### config.mk
export PLATFORM = sky130hd
export DESIGN_NAME = hmac_sequencer
export DESIGN_NICKNAME = d
export VERILOG_FILES = /design/src/rtl/hmac_pkg.sv /design/src/rtl/hmac_pad_gen.sv /design/src/rtl/hmac_sequencer.sv
export SDC_FILE = /design/constraint.sdc
export NUM_CORES = 1
export LEC_CHECK = 0
export ABC_AREA = 1
export BUFFER_PORTS_ARGS = -buffer_cell sky130_fd_sc_hd__buf_4
export CAP_MARGIN = 10
export CORE_ASPECT_RATIO = 1.2
export CORE_MARGIN = 2
export CORE_UTILIZATION = 48
export CTS_BUF_LIST = sky130_fd_sc_hd__clkbuf_2 sky130_fd_sc_hd__clkbuf_4 sky130_fd_sc_hd__clkbuf_8
export DETAILED_ROUTE_END_ITERATION = 8
export GPL_TIMING_DRIVEN = 1
export PLACE_DENSITY_LB_ADDON = 0.08
export SLEW_MARGIN = 20
export SYNTH_ARGS = -nofsm -noshare
export SYNTH_HDL_FRONTEND = slang
export SYNTH_SLANG_ARGS = --single-unit
### constraint.sdc
create_clock -name clk -period 1.5 [get_ports clk]
set_input_delay 0.075 -clock clk [delete_from_list [all_inputs] [get_ports clk]]
set_output_delay 0.075 -clock clk [all_outputs]
set_load 0.01 [all_outputs]
### src/rtl/hmac_pkg.sv
// hmac_pkg: shared encodings and helpers for the HMAC control sequencer
package hmac_pkg;
  typedef enum logic [2:0] {IDLE, IKEY, IMSG, OKEY, OMSG, DRAIN} state_t;
  typedef enum logic [1:0] {STG_IKEY, STG_IMSG, STG_OKEY, STG_OMSG} stage_t;
  typedef enum logic [1:0] {W_KEY, W_MSG, W_FB, W_PAD} wsel_t;
  function automatic int clog2(input int v);
    int r;
    r = 0;
    while ((1 << r) < v) r = r + 1;
    return (r < 1) ? 1 : r;
  endfunction
endpackage

### src/rtl/hmac_pad_gen.sv
// hmac_pad_gen: SHA padding bit at a message bit position
// pos: bit position in padded message; len: payload bits; total: padded bits;
// field: 64-bit length value; pad_bit: generated padding/length bit
module hmac_pad_gen (
  input  logic [31:0] pos,
  input  logic [31:0] len,
  input  logic [31:0] total,
  input  logic [63:0] field,
  output logic        pad_bit
);
  logic [5:0] off;
  assign off = 6'(pos - (total - 32'd64));
  // ~off selects field bit 63-off, i.e. the length field MSB-first
  assign pad_bit = (pos == len) ? 1'b1 : (pos >= total - 32'd64) ? field[~off] : 1'b0;
endmodule

### src/rtl/hmac_sequencer.sv
// hmac_sequencer: self-timed stage/round/step schedule for the bit-serial HMAC datapath
// clk/rst_n: clock, async active-low reset; en: advance enable; start: begin in IDLE
// busy/done: handshake; stage/round/step/blk: schedule position; chain_init: load IV
// w_sel/pad_bit: schedule bit source; key_req/msg_req/bit_idx: input bit requests
// dig_valid: digest drain window
module hmac_sequencer import hmac_pkg::*; #(
  parameter int WORD_BITS  = 32,
  parameter int ROUNDS     = 80,
  parameter int HASH_WORDS = 5,
  parameter int MSG_BITS   = 64
) (
  input  logic                                                 clk,
  input  logic                                                 rst_n,
  input  logic                                                 en,
  input  logic                                                 start,
  output logic                                                 busy,
  output logic                                                 done,
  output logic [1:0]                                           stage,
  output logic [clog2(ROUNDS)-1:0]                             round,
  output logic [clog2(WORD_BITS)-1:0]                          step,
  output logic [clog2((MSG_BITS+64)/(16*WORD_BITS)+2)-1:0]     blk,
  output logic                                                 chain_init,
  output logic [1:0]                                           w_sel,
  output logic                                                 pad_bit,
  output logic                                                 key_req,
  output logic                                                 msg_req,
  output logic [15:0]                                          bit_idx,
  output logic                                                 dig_valid
);
  localparam int BLK_BITS  = 16*WORD_BITS;
  localparam int IN_BLOCKS = (MSG_BITS+64)/BLK_BITS + 1;
  localparam int IN_LEN    = BLK_BITS + MSG_BITS;
  localparam int DIG_BITS  = HASH_WORDS*WORD_BITS;
  localparam int OUT_LEN   = BLK_BITS + DIG_BITS;
  localparam int RW = clog2(ROUNDS);
  localparam int SW = clog2(WORD_BITS);
  localparam int BW = clog2(IN_BLOCKS+1);
  state_t state, state_n;
  logic [RW-1:0] round_n;
  logic [SW-1:0] step_n;
  logic [BW-1:0] blk_n;
  logic last_step, blk_end, drn_end, sched, is_msg, msgb, pg;
  logic [15:0] p;
  logic [31:0] g;
  always_ff @(posedge clk or negedge rst_n)
    if (!rst_n) begin
      state <= IDLE;
      round <= '0;
      step  <= '0;
      blk   <= '0;
    end else begin
      state <= state_n;
      round <= round_n;
      step  <= step_n;
      blk   <= blk_n;
    end
  // drain reuses round/step as its cycle counter
  always_comb begin
    state_n   = state;
    round_n   = round;
    step_n    = step;
    blk_n     = blk;
    last_step = step == SW'(WORD_BITS-1);
    blk_end   = last_step && round == RW'(ROUNDS-1);
    drn_end   = last_step && round == RW'(HASH_WORDS-1);
    if (en && state == IDLE) state_n = start ? IKEY : IDLE;
    else if (en) begin
      step_n  = last_step ? '0 : step + 1'b1;
      round_n = ((state == DRAIN) ? drn_end : blk_end) ? '0 : last_step ? round + 1'b1 : round;
      if (state == DRAIN && drn_end) state_n = IDLE;
      else if (state != DRAIN && blk_end) begin
        state_n = state == IKEY ? IMSG :
                  state == IMSG ? ((blk == BW'(IN_BLOCKS-1)) ? OKEY : IMSG) :
                  state == OKEY ? OMSG : DRAIN;
        blk_n   = (state == IMSG && blk != BW'(IN_BLOCKS-1)) ? blk + 1'b1 : '0;
      end
    end
  end
  // only rounds below 16 take external schedule bits; later rounds expand internally
  always_comb begin
    p          = 16'(round) * 16'(WORD_BITS) + 16'(step);
    g          = 32'(blk) * 32'(BLK_BITS) + 32'(p);
    sched      = 32'(round) < 32'd16;
    is_msg     = state == IMSG;
    key_req    = sched && (state == IKEY || state == OKEY);
    msgb       = sched && is_msg && g < 32'(MSG_BITS);
    msg_req    = msgb;
    bit_idx    = key_req ? p : msgb ? g[15:0] : '0;
    w_sel      = !sched ? W_KEY : is_msg ? (msgb ? W_MSG : W_PAD) :
                 state == OMSG ? ((32'(p) < 32'(DIG_BITS)) ? W_FB : W_PAD) : W_KEY;
    pad_bit    = w_sel == W_PAD && pg;
    stage      = is_msg ? STG_IMSG : state == OKEY ? STG_OKEY :
                 (state == OMSG || state == DRAIN) ? STG_OMSG : STG_IKEY;
    chain_init = state == IKEY || state == OKEY;
    dig_valid  = state == DRAIN;
    done       = dig_valid && drn_end;
    busy       = state != IDLE && !done;
  end
  hmac_pad_gen u_pad (
    .pos    (is_msg ? g : 32'(p)),
    .len    (is_msg ? 32'(MSG_BITS) : 32'(DIG_BITS)),
    .total  (is_msg ? 32'(IN_BLOCKS*BLK_BITS) : 32'(BLK_BITS)),
    .field  (is_msg ? 64'(IN_LEN) : 64'(OUT_LEN)),
    .pad_bit(pg)
  );
endmodule
==> reports/summary.md <==
The total CTS buffers is 3, and the total of flip-flops plus latches after synthesis is 16. The worst clock skew was 0.01159 ns; the arrival time of data at the critical path endpoint was 2.03 ns. For this design, the sink count on the clock tree is 16. In this run the static leakage power is 1.296 nW. Max-cap violations in this run came to 0. Routability-driven placement finished with a final weighted congestion of 0.8105. The final critical-path required period is 2.100 ns.

The run gives 0 as the post-route DRC violation count. For the total number of nets in the final design, the log shows 319. The required time reported for the critical path endpoint is 1.42 ns.

Global routing consumed, over all layers together, 29.35% of the routing resources. The post-synthesis cell type count was 25. The clock-pin slew on the worst setup and hold paths came out at 0.13 ns. The checks that failed: setup timing.

The number of antenna repair diodes was 0; the die span in x was 53.22 um. The total setup violations reported at the end of the flow was 31. The worst hold path belongs to the class in -> reg.

The cell sitting at the root of the clock tree is a clkbuf_4. Along the worst path, the maximum fanout reaches 2. The flow ran to the end, but the final reports show violations. The area growth from synthesis to layout is 75.16%.

The library cell used most frequently in the layout, excluding fill and tap cells, is buf_4. Setup repair after global routing could not meet its margin everywhere. The tools report the total global routing overflow as 0. TritonCTS built the clock tree. The first global-routing pass estimated 7.493 mm of wire.

Once layout is complete, the cells apart from fillers number 339. The detailed router placed 1867 vias in this run. Synthesis produced 214 cells. Cells fill 87.74% of the core in the end.

The critical path goes through buf_6 > ha_4 > nand2_4 > nor2_2 > ha_2 > nand4_1 > nor3_2 > nor2_1 > buf_4. Static timing analysis puts the maximum clock frequency at 476.1 MHz. The die covers 3355 um^2. The longest clock path from root to sink contains 2 buffers. The power per standard cell area works out to 1548 nW/um^2.

The kind of critical path was reg -> out. The post-route total power is 0.003783 W. The startpoint type of the worst setup path is a flip-flop. The first-pass iteration count of the detailed router is 4, and the total number of placement rows is 21. The proportion of synthesized chip area in sequential cells is 28.70%, and the number of warning messages in the yosys log is 0. The final worst-path setup slack is -0.6005 ns. For the initial DRC count, the log shows 76.

The sum of net half-perimeters after detailed placement is 3.083 mm. 44 I/O pins were placed. Kind of end point of the critical path: an output port. The top-area cell type share of the netlist area is 28.70%, and the fraction of the cycle the final worst path needs is 140.0%. The via count of the first global-routing pass is 1687. The number of levels the H-tree was split into is 1. The library cell occupying the most area in the post-synthesis netlist is dfrtp_1.

The run gives 0 as the max-slew violation count. The count of buffers from port buffering came out at 36. VDD sags by at most 1.289 mV.

Dividing the detail-routed wire length by the instance count gives 16.35 um. The library cells used most frequently in the layout, excluding fill and tap cells, are buf_4 (71), nand2_1 (46), inv_1 (21), buf_6 (16), nor2_1 (15). By area the synthesized netlist is led by dfrtp_1 (29%), nand2_1 (15%), inv_1 (8.9%). The total area inside the core boundary comes to 2785 um^2. The total placed cells including tap cells is 316, and the height of the die is 63.06 um.

The slowest stage of the critical path is the dfrtp_2 cell. In the routed layout, each cell is associated on average with a via count of 5.507. Counting both buffers and inverters, the worst setup path holds a total of 2.

The largest stage delay on the critical path is 0.40 ns. The tools report the initial antenna violation count as 0. Among cell families on the critical path, the largest total delay comes from simple AND/OR/NAND/NOR gates. After routing, the total negative slack on setup checks comes to -11.46 ns. The synthesized cell area was 1395 um^2. The initial core utilization was 50.09%; the post-synthesis average cell area was 6.519 um^2. For the insertion delay to the later sink of the worst-skew pair, the log shows 0.32 ns. Entering global routing, the biggest net connects 17 pins. The final number of hold-violating endpoints is 0. The number of antenna-violating nets in the routed design is 0.

The post-route netlist has 53.11% of its cells at a drive strength greater than 1. The tools report the wire length reported by the detailed router as 5.542 mm.
==> power by group <==
part	total (W)	switching [W]	internal, W
clock network	0.000334	0.000186	0.000148
logic	0.00270	0.00146	0.00124
registers	0.000748	0.000149	0.000599
==> metrics by stage <==
step	worst slack, ns	instance area (um^2)	hold slack, ns
finish	-0.6005	2444	0.03381
detailed placement	-0.1916	1961	-0.05260
global placement	-0.1637	1961	-0.05208
floorplan	-0.1098	1453	-0.2206
CTS	-0.4802	2272	0.06129
global route	-0.7325	2444	0.04927
==> cells by family after synthesis <==
group           synth area share, %
simple gates                  39.37
fa+ha+maj                     8.072
buf+inv                       13.72
flops                         28.70
xor+xnor                      1.256
other cells                  0.2688
compound gates                8.610
==> final cells by class <==
type | count | area, um^2
Clock buffer | 4 | 36.28
Sequential cell | 16 | 404.1
Inverter | 35 | 151.4
Tap cell | 34 | 42.54
Multi-Input combinational cell | 161 | 1071
Timing Repair Buffer | 89 | 738.2
Fill cell | 150 | 341.6
==> cells in the mapped netlist <==
cell and count:
o21ai_0 12, nand3_2 1, nand4_1 3, nand2_2 2
nor2_2 1, xor2_1 2, ha_1 9, nand3b_1 1
or2_2 1, nor3b_1 1, inv_1 33, nand3_1 17
nor2_4 2, and3_2 1, nor3_1 5, nand2_1 57
a21oi_1 12, nor2_1 25, buf_4 8, nand2_4 1
clkinv_1 1, nand4_4 1, inv_2 1, dfrtp_1 16
conb_1 1
==> repair_timing <==
| action | 4_1_cts | 5_1_grt |
|---|---|---|
| resized for setup | 62 | 44 |
| pin swaps | 10 | 18 |
| hold endpoints to repair | 16 | 0 |
| cloned | 0 | 0 |
| setup endpoints to repair | 31 | 32 |
| hold buffers | 1 | 0 |
| setup buffers | 10 | 12 |
==> worst paths after layout <==
check | startpoint | end | slack, ns | cells after the start
worst min register to register | state[1]$_DFFE_PN0P_ | state[1]$_DFFE_PN0P_ | 0.66 | 3
worst min-delay path | en | state[0]$_DFFE_PN0P_ | 0.03 | 3
min in group asynchronous | rst_n | state[1]$_DFFE_PN0P_ | 0.14 | 2
worst max register to register | step[1]$_DFFE_PN0P_ | round[4]$_DFFE_PN0P_ | -0.49 | 12
max in group asynchronous | rst_n | round[5]$_DFFE_PN0P_ | 1.13 | 2
worst max-delay path | step[1]$_DFFE_PN0P_ | busy | -0.60 | 9
==> worst register-to-register path: stages (launching register included) <==
cell and delay (ns):
dfrtp_2 0.44, buf_6 0.13, ha_4 0.16, nand2_4 0.06, nor2_2 0.04, ha_2 0.18
buf_6 0.11, buf_6 0.11, nand4_1 0.25, nand2_4 0.12, nor2_1 0.14, nand2_1 0.07
o21ai_1 0.09
==> metal layers <==
metal	global-route usage, %	vias to the layer above	wire, um
met1	34.98	888	1981
li1	-	850	-
met3	3.318	29	351
met4	15.71	0	277
met2	49.54	100	2932
met5	0	-	0
==> registers in the layout, indices dropped and copies added, names as in the netlist <==
register / count
round: 7
blk: 1
step: 5
state: 3
No activity file was read; power rests on OpenSTA's default activity.
